$ cat config.mk
export PLATFORM = sky130hd
export DESIGN_NAME = aes_uart_sequencer
export DESIGN_NICKNAME = d
export VERILOG_FILES = /design/src/rtl/aes_pkg.sv /design/src/rtl/aes_uart_sequencer.sv
export SDC_FILE = /design/constraint.sdc
export NUM_CORES = 1
export LEC_CHECK = 0
export CAP_MARGIN = 10
export CELL_PAD_IN_SITES_DETAIL_PLACEMENT = 1
export CELL_PAD_IN_SITES_GLOBAL_PLACEMENT = 1
export CORE_MARGIN = 2
export CORE_UTILIZATION = 39
export CTS_BUF_LIST = sky130_fd_sc_hd__clkbuf_8
export DETAILED_ROUTE_END_ITERATION = 16
export GPL_ROUTABILITY_DRIVEN = 0
export PLACE_DENSITY_LB_ADDON = 0.25
export SYNTH_ARGS = -nofsm -noshare
export SYNTH_HDL_FRONTEND = slang
export SYNTH_SLANG_ARGS = --single-unit
$ cat constraint.sdc
create_clock -name clk -period 2.71 [get_ports clk]
set_input_delay 0.271 -clock clk [delete_from_list [all_inputs] [get_ports clk]]
set_output_delay 0.271 -clock clk [all_outputs]
set_load 0.05 [all_outputs]
$ cat src/rtl/aes_pkg.sv
// Shared definitions for the AES/UART framing sequencer.
package aes_pkg;

  // Sequencer FSM states.
  typedef enum logic [1:0] {
    ST_COLLECT  = 2'd0,
    ST_LAUNCH   = 2'd1,
    ST_WAIT_AES = 2'd2,
    ST_SEND     = 2'd3
  } aes_seq_state_t;

  localparam int AES_BLOCK_BITS  = 128;
  localparam int AES_BLOCK_BYTES = 16;

  localparam int DEFAULT_IDLE_TIMEOUT = 1_000_000;
  localparam int DEFAULT_AES_TIMEOUT  = 1024;

endpackage : aes_pkg

$ cat src/rtl/aes_uart_sequencer.sv
// Collects 16 UART bytes into an AES block, launches the core, waits for the
// ciphertext and streams it back out to the UART transmitter byte by byte.
module aes_uart_sequencer
  import aes_pkg::*;
#(
  parameter int IDLE_TIMEOUT = DEFAULT_IDLE_TIMEOUT,
  parameter int AES_TIMEOUT  = DEFAULT_AES_TIMEOUT
) (
  input  logic                      clk,
  input  logic                      reset,
  input  logic [7:0]                rx_byte,
  input  logic                      rx_valid,
  output logic [0:AES_BLOCK_BITS-1] aes_data,
  output logic                      aes_start,
  input  logic [0:AES_BLOCK_BITS-1] aes_result,
  input  logic                      aes_done,
  output logic [7:0]                tx_byte,
  output logic                      tx_valid,
  input  logic                      tx_ready,
  output logic                      busy,
  output logic                      overrun,
  output logic                      aes_timeout
);

  localparam int IDLE_W = $clog2(IDLE_TIMEOUT + 1);
  localparam int WAIT_W = $clog2(AES_TIMEOUT + 1);
  localparam logic [IDLE_W-1:0] IDLE_LAST = IDLE_W'(IDLE_TIMEOUT - 1);
  localparam logic [WAIT_W-1:0] WAIT_LAST = WAIT_W'(AES_TIMEOUT - 1);
  localparam logic [3:0]        LAST_BYTE = 4'(AES_BLOCK_BYTES - 1);

  aes_seq_state_t              state_q, state_d;
  logic [3:0]                  rx_idx_q, rx_idx_d;
  logic [3:0]                  tx_idx_q, tx_idx_d;
  logic [IDLE_W-1:0]           idle_cnt_q, idle_cnt_d;
  logic [WAIT_W-1:0]           wait_cnt_q, wait_cnt_d;
  logic [0:AES_BLOCK_BITS-1]   data_q, data_d;
  logic [0:AES_BLOCK_BITS-1]   tx_sr_q, tx_sr_d;
  logic                        start_q, start_d;
  logic                        tx_valid_q, tx_valid_d;
  logic                        busy_q, busy_d;
  logic                        overrun_q, overrun_d;
  logic                        aes_to_q, aes_to_d;

  // Next-state, datapath and registered-output computation.
  always_comb begin
    state_d    = state_q;
    rx_idx_d   = rx_idx_q;
    tx_idx_d   = tx_idx_q;
    idle_cnt_d = idle_cnt_q;
    wait_cnt_d = wait_cnt_q;
    data_d     = data_q;
    tx_sr_d    = tx_sr_q;
    overrun_d  = overrun_q;
    aes_to_d   = aes_to_q;

    case (state_q)
      ST_COLLECT: begin
        if (rx_valid) begin
          // A byte always beats a coincident idle timeout.
          data_d[{rx_idx_q, 3'b000} +: 8] = rx_byte;
          rx_idx_d   = rx_idx_q + 4'd1;
          idle_cnt_d = IDLE_W'(0);
          if (rx_idx_q == LAST_BYTE) begin
            state_d = ST_LAUNCH;
          end else begin
            state_d = ST_COLLECT;
          end
        end else if (rx_idx_q != 4'd0) begin
          if (idle_cnt_q == IDLE_LAST) begin
            // Abandon the partial frame; its bytes are simply overwritten later.
            rx_idx_d   = 4'd0;
            idle_cnt_d = IDLE_W'(0);
          end else begin
            idle_cnt_d = idle_cnt_q + IDLE_W'(1);
          end
        end else begin
          idle_cnt_d = IDLE_W'(0);
        end
      end
      ST_LAUNCH: begin
        state_d    = ST_WAIT_AES;
        wait_cnt_d = WAIT_W'(0);
      end
      ST_WAIT_AES: begin
        // wait_cnt_q == 0 marks the first cycle, where a stale done is ignored.
        if (aes_done && (wait_cnt_q != WAIT_W'(0))) begin
          tx_sr_d  = aes_result;
          tx_idx_d = 4'd0;
          state_d  = ST_SEND;
        end else if (wait_cnt_q == WAIT_LAST) begin
          aes_to_d = 1'b1;
          rx_idx_d = 4'd0;
          state_d  = ST_COLLECT;
        end else begin
          wait_cnt_d = wait_cnt_q + WAIT_W'(1);
        end
      end
      ST_SEND: begin
        if (tx_valid_q && tx_ready) begin
          tx_sr_d  = {tx_sr_q[8:AES_BLOCK_BITS-1], 8'h00};
          tx_idx_d = tx_idx_q + 4'd1;
          if (tx_idx_q == LAST_BYTE) begin
            state_d  = ST_COLLECT;
            rx_idx_d = 4'd0;
          end else begin
            state_d = ST_SEND;
          end
        end else begin
          state_d = ST_SEND;
        end
      end
      default: begin
        state_d  = ST_COLLECT;
        rx_idx_d = 4'd0;
      end
    endcase

    // The frame-completing byte is consumed in COLLECT, so it never lands here.
    if (rx_valid && (state_q != ST_COLLECT)) begin
      overrun_d = 1'b1;
    end else begin
      overrun_d = overrun_d;
    end

    // Status outputs are decoded from the next state so they come straight off flops.
    start_d    = (state_d == ST_LAUNCH);
    tx_valid_d = (state_d == ST_SEND);
    busy_d     = (state_d != ST_COLLECT);
  end

  // State and datapath registers with synchronous reset.
  always_ff @(posedge clk) begin
    if (reset) begin
      state_q    <= ST_COLLECT;
      rx_idx_q   <= 4'd0;
      tx_idx_q   <= 4'd0;
      idle_cnt_q <= IDLE_W'(0);
      wait_cnt_q <= WAIT_W'(0);
      data_q     <= {AES_BLOCK_BITS{1'b0}};
      tx_sr_q    <= {AES_BLOCK_BITS{1'b0}};
      start_q    <= 1'b0;
      tx_valid_q <= 1'b0;
      busy_q     <= 1'b0;
      overrun_q  <= 1'b0;
      aes_to_q   <= 1'b0;
    end else begin
      state_q    <= state_d;
      rx_idx_q   <= rx_idx_d;
      tx_idx_q   <= tx_idx_d;
      idle_cnt_q <= idle_cnt_d;
      wait_cnt_q <= wait_cnt_d;
      data_q     <= data_d;
      tx_sr_q    <= tx_sr_d;
      start_q    <= start_d;
      tx_valid_q <= tx_valid_d;
      busy_q     <= busy_d;
      overrun_q  <= overrun_d;
      aes_to_q   <= aes_to_d;
    end
  end

  assign aes_data    = data_q;
  assign aes_start   = start_q;
  assign tx_byte     = tx_sr_q[0:7];
  assign tx_valid    = tx_valid_q;
  assign busy        = busy_q;
  assign overrun     = overrun_q;
  assign aes_timeout = aes_to_q;

endmodule : aes_uart_sequencer

==> After elaboration in Yosys (flattened, before gate mapping) <==
Index checks and enable logic that the tools add are counted.
{ "word_totals": {"reg_bits": 302, "in_bits": 141, "out_inout_bits": 141, "wordCells": 82} }
{ "op_classes": {"addsub": 5, "eq_ne": 17, "shift": 2, "n_mux": 28, "bitwise_logic": 2, "reduce_logical": 16} }
{ "ops": {"columns": ["operator", "n"], "rows": [
  ["two-way mux 128 bit", 2],
  ["one-hot mux 128 bit (2 select lines)", 1],
  ["variable shift 129 x 9 -> 128 bit (first input constant)", 1],
  ["variable part select 129 x 9 -> 128 bit", 1],
  ["bitwise mux 128 bit", 1],
  ["two-way mux 20 bit", 3],
  ["two-way mux 4 bit", 9],
  ["two-way mux 11 bit", 2],
  ["one-hot mux 11 bit (2 select lines)", 1],
  ["adder 20 x 1 -> 20 bit (second input constant)", 1],
  ["== test 20 bit (second input constant)", 1],
  ["inequality test 2 bit (second input constant)", 6],
  ["one-hot mux 4 bit (3 select lines)", 1],
  ["adder 11 x 1 -> 11 bit (second input constant)", 1],
  ["== test 11 x 10 -> 1 bit (second input constant)", 1],
  ["nonzero test 11 bit", 1],
  ["two-way mux 2 bit", 5],
  ["negator 8 -> 9 bit", 1],
  ["AND reduction 3 bit", 3],
  ["adder 4 x 1 -> 4 bit (second input constant)", 2],
  ["== test 4 bit (second input constant)", 2],
  ["NOT 7 -> 8 bit", 1],
  ["one-hot mux 2 bit (4 select lines)", 1],
  ["one-hot mux 4 bit (2 select lines)", 1],
  ["other kinds (12)", 21]
]} }

==> Longest topological paths before layout <==
{ "depth": {"depth_word": 5, "depth_mapped": 10, "depth_no_buf": 7} }

==> Worst setup path after synthesis <==
Ideal clock, no wire load.
{ "synth_path": {"path_type": "register to register", "start": "reg wait_cnt_q[0]", "end": "reg wait_cnt_q[7]", "setup_ns": 0.121, "arrival_ns": 1.835, "t_required_ns": 2.589, "setup_slack_ns": 0.754, "path_stages_with_launch": 7, "n_path_buf": 0, "period_less_slack_ns": 1.956, "path_cell_list": "dfxtp_1 -> ha_1 -> nand3_1 -> o41ai_4 -> a21oi_2 -> nand4_1 -> mux2_2"} }
{ "synth_between": {"elab_chain_cells": 4, "word_cells_on_any_way": 10, "classes_between": "1 x add/sub; 3 x eq/ne; 3 x mux; 3 x reduce/logical"} }
{ "synth_rtl": {"columns": ["element", "line_no", "source"], "rows": [
  ["start, declared", "aes_uart_sequencer.sv:35", "logic [WAIT_W-1:0] wait_cnt_q, wait_cnt_d;"],
  ["start signal, assigned", "aes_uart_sequencer.sv:151", "wait_cnt_q <= wait_cnt_d;"],
  ["adder 11 x 1 -> 11 bit or nonzero test 11 bit (tied branches)", "aes_uart_sequencer.sv:95, aes_uart_sequencer.sv:86", null],
  ["two-way mux 11 bit or logical AND 1 bit (tied branches)", "aes_uart_sequencer.sv:90, aes_uart_sequencer.sv:86", null],
  ["two-way mux 11 bit or inequality test 2 bit (tied branches)", null, null],
  ["one-hot mux 11 bit (2 select lines) or AND reduction 3 bit (tied branches)", null, null]
]} }
Several ways; a longest one is shown, not always the timed one. The select of a mux whose other input is x is not followed.
A chain may end at the register's enable or synchronous reset.

==> Worst setup path in the final report <==
{ "layout_path": {"start": "reg idle_cnt_q[0]", "end": "reg idle_cnt_q[15]"} }
{ "layout_between": {"elab_chain_cells": 4, "word_cells_on_any_way": 5, "classes_between": "1 x add/sub; 1 x eq/ne; 3 x mux"} }
{ "layout_rtl": {"columns": ["element", "line_no", "source"], "rows": [
  ["start, declared", "aes_uart_sequencer.sv:34", "logic [IDLE_W-1:0] idle_cnt_q, idle_cnt_d;"],
  ["start signal, assigned", "aes_uart_sequencer.sv:150", "idle_cnt_q <= idle_cnt_d;"],
  ["adder 20 x 1 -> 20 bit or == test 20 bit (tied branches)", "aes_uart_sequencer.sv:74, aes_uart_sequencer.sv:69", null],
  ["two-way mux 20 bit *", "aes_uart_sequencer.sv:69", "if (idle_cnt_q == IDLE_LAST) begin"],
  ["two-way mux 20 bit *", "aes_uart_sequencer.sv:68", "end else if (rx_idx_q != 4'd0) begin"],
  ["two-way mux 20 bit *", "aes_uart_sequencer.sv:58", "if (rx_valid) begin"]
]} }
Every way passes the cells marked *; elsewhere a longest branch is shown, timed or not.

==> metrics.txt <==
wire length on met3=1.88 mm; Finish-stage setup viols=0; HP Class=in2reg; iteration-0 DRC count of the detailed router=753; PwrDens=524 nW/µm²; RSZ-0062 raised after global routing=false; Worst Hold End=aes_data[27]$_SDFFE_PP0P_; Reg clk slew, reported paths=0.06 ns; fin crit period=2.41 ns; DR pass1 iterations=5; most frequent cells in the layout=nand2_1 (384), dfxtp_1 (301), clkdlybuf4s50_1 (280); Max Clock Skew=about 0.025 ns; Root Buffer=clkbuf_8; Max Freq=415 MHz; CTS resizes=0; XOR/XNOR Fraction of Synth Area=0.0141; Power Internal=6.89 mW; first-pass GRT wire length=66.7 mm; row count=66; met1 WL=18.3 mm; CTS tree=yes; CP delay by family, top=compound AO/OA/AOI/OAI gates; reg-to-reg slack, setup=0.30 ns; placed insts=2212; status=completed; WP buf/inv=0; antenna viol nets, final=0; MaxCap Viol Count=0; Required @ worst endpoint=~3.1 ns; Worst R2R Path Depth=6; CTS Hold Bufs=0; Worst EP arrival=2.81 ns; fin cells=about 2300; Worst-Margin Slew=1.03 ns; Remaining DRCs=0; CP Launch Type=register; initial antenna violation count=0; syn avg cell area=8.27 µm²; Top FF cell, synth=dfxtp_1; layout cells sized above 1=0.107; Distinct cells, synth=55; hold wc startpoint=reset; Final period util=0.890; uppermost routed layer=met4; worst skew pair latency=roughly 0.57 ns; vias per std cell=5.31; GRT overflow=0; Flop pwr share=0.493; Hold Fails Final Rpt=0; WL final=41.4 mm; hold depth=2; Lkg Pwr=6.07 nW; largest net degree at the start of global routing=around 130; worst r2r src=idle_cnt_q[0]$_SDFFE_PP0P_; CP Class=reg2reg; post-synthesis compound-gate area fraction=0.182; area grow syn2layout=32.8%; die width=187 µm; commonest non-fill, non-tap cell in the layout=nand2_1; clk sink count=between 300 and 400; Crit-path slowest cell=o21bai_1; I/O pin cnt=282; routed via count=12218; clock buffer depth=3; Gate power share=0.069; Mapped Area=13000 µm²; Port Buf Inserts=281; Worst slew margin=0.312; Tot GR Track Use=0.231; Vert. Die Dim=about 190 µm; #FFs+latches synth=between 300 and 400; reg-to-reg endpoint=idle_cnt_q[15]$_SDFFE_PP0P_; post-synthesis mux area share=0.0200; area share of fa/ha/maj cells after synthesis=0.00959; hpwl dp=29.7 mm; total negative slack=0 ns; Post-CTS Repair Setup Buffers=0; clock network power share=0.438; sw frac=0.241; crit-path cells=ha_1 > nand4_1 > nor3b_1 > a31oi_1 > o21bai_1 > nor2_1; Cells after Synth=1577; Max FO, Critical Path=13; fraction of registers with async set/reset=0; Max Slew Vio Count=0; net switching power=2.18 mW; max incr delay on CP=0.83 ns; Warnings, synthesis=0; Core ar.=approximately 33000 µm²; Die Area=34900 µm²; sequential area share after synthesis=0.463; Post-Synth Simple-Gate Area=0.262; CTS H-tree depth=2; WL met2=20.0 mm; initial core utilization=0.399; fin nets=1975; vias in the first global route=between 10000 and 15000; Avg WL per Cell=18.0 µm; Peak VDD IR=344 µV; largest family of logic cells by synthesized area=simple AND/OR/NAND/NOR gates; EDFF count, synth=0; Syn Nets=1728; CTS buffer count=52; Critical Path End Type=register; antenna cells=0
==> metrics by stage <==
step                instance area [µm²]   util  power [mW]  hold WS (ns)  worst slack (ns)
floorplan                         13000      -        4.83         0.412             0.754
global placement                  16300  0.499        5.19         0.443             0.442
detailed placement                16300  0.499        5.19         0.448             0.312
CTS                               17300  0.530        9.18         0.147             0.305
global route                      17300  0.530        9.42         0.179            0.0205
finish                            17300  0.530        9.07         0.145             0.299
==> cells in the mapped netlist (3+ instances only) <==
cell | count | area, µm²
nor3_1 | 14 | 70.1
xnor2_1 | 17 | 149
ha_1 | 10 | 125
nand2_1 | 385 | 1450
nand3_1 | 119 | 596
nand4_1 | 10 | 62.6
clkbuf_1 | 88 | 330
and2_1 | 12 | 75.1
inv_1 | 9 | 33.8
nor2b_1 | 3 | 18.8
buf_2 | 20 | 100
mux2i_1 | 25 | 250
o21ai_0 | 7 | 35.0
or2_2 | 3 | 18.8
a211oi_1 | 6 | 45.0
nand2b_1 | 6 | 37.5
nor2_1 | 195 | 732
a21oi_1 | 117 | 586
buf_4 | 15 | 113
a311oi_2 | 62 | 931
a311oi_1 | 59 | 517
a31oi_1 | 7 | 43.8
nor4_1 | 6 | 37.5
a22oi_1 | 8 | 60.1
dfxtp_1 | 302 | 6050
buf_1 | 7 | 26.3
xor2_1 | 4 | 35.0
and3_1 | 25 | 156
==> per-layer routing <==
layer  vias up  track usage
li1       5952            -
met1      5915        0.292
met2       277        0.398
met3        74       0.0394
met4         0       0.0800
met5         -            0
==> cells by family (layout without fill, tap and decap cells) <==
logic type	after synthesis	after routing
and+or+nand+nor	795	795
xor gates and xnor gates	21	21
muxes	26	26
buffers and inverters	141	423
adders and majority gates	10	10
AOI/OAI and AO/OA	282	282
DFF	302	302
==> cell type report <==
type / instances / area, µm²
sequential: 302 / 6050
timing repair buffer: 325 / 3270
inverter: 9 / 33.8
fill: 3943 / 15400
multi-input combinational: 1134 / 6410
tap: 442 / 553
clock buffer: 66 / 908
clock inverter: 23 / 96.3
==> sequential cells by signal (all words and copies together), names as in the netlist, 2 cells and up <==
register,cells
idle_cnt_q,20
wait_cnt_q,11
state_q,2
rx_idx_q,4
tx_idx_q,4
tx_sr_q,128
aes_data,128
==> power by group through the flow <==
stage          clock (mW)  combinational [mW]  sequential, mW
2_1_floorplan           0               0.236            4.60
3_3_place_gp            0               0.619            4.57
3_5_place_dp            0               0.625            4.57
4_1_cts              4.08               0.627            4.47
5_1_grt              4.28               0.669            4.47
6_report             3.98               0.625            4.47
==> how the worst max path moves through the flow <==
stage	slack [ns]	end	from	depth (start not counted)
after global placement	0.44	aes_data[118]$_SDFFE_PP0P_	rx_valid	6
after detailed placement	0.31	rx_idx_q[0]$_SDFFE_PP0P_	state_q[0]$_SDFF_PP0_	5
after global routing	0.02	idle_cnt_q[15]$_SDFFE_PP0P_	idle_cnt_q[0]$_SDFFE_PP0P_	6
after floorplan	0.75	wait_cnt_q[7]$_SDFFE_PP0P_	wait_cnt_q[0]$_SDFFE_PP0P_	6
final	0.30	idle_cnt_q[15]$_SDFFE_PP0P_	idle_cnt_q[0]$_SDFFE_PP0P_	6
after CTS	0.31	idle_cnt_q[15]$_SDFFE_PP0P_	idle_cnt_q[0]$_SDFFE_PP0P_	6
(Power assumes the default switching activity.)
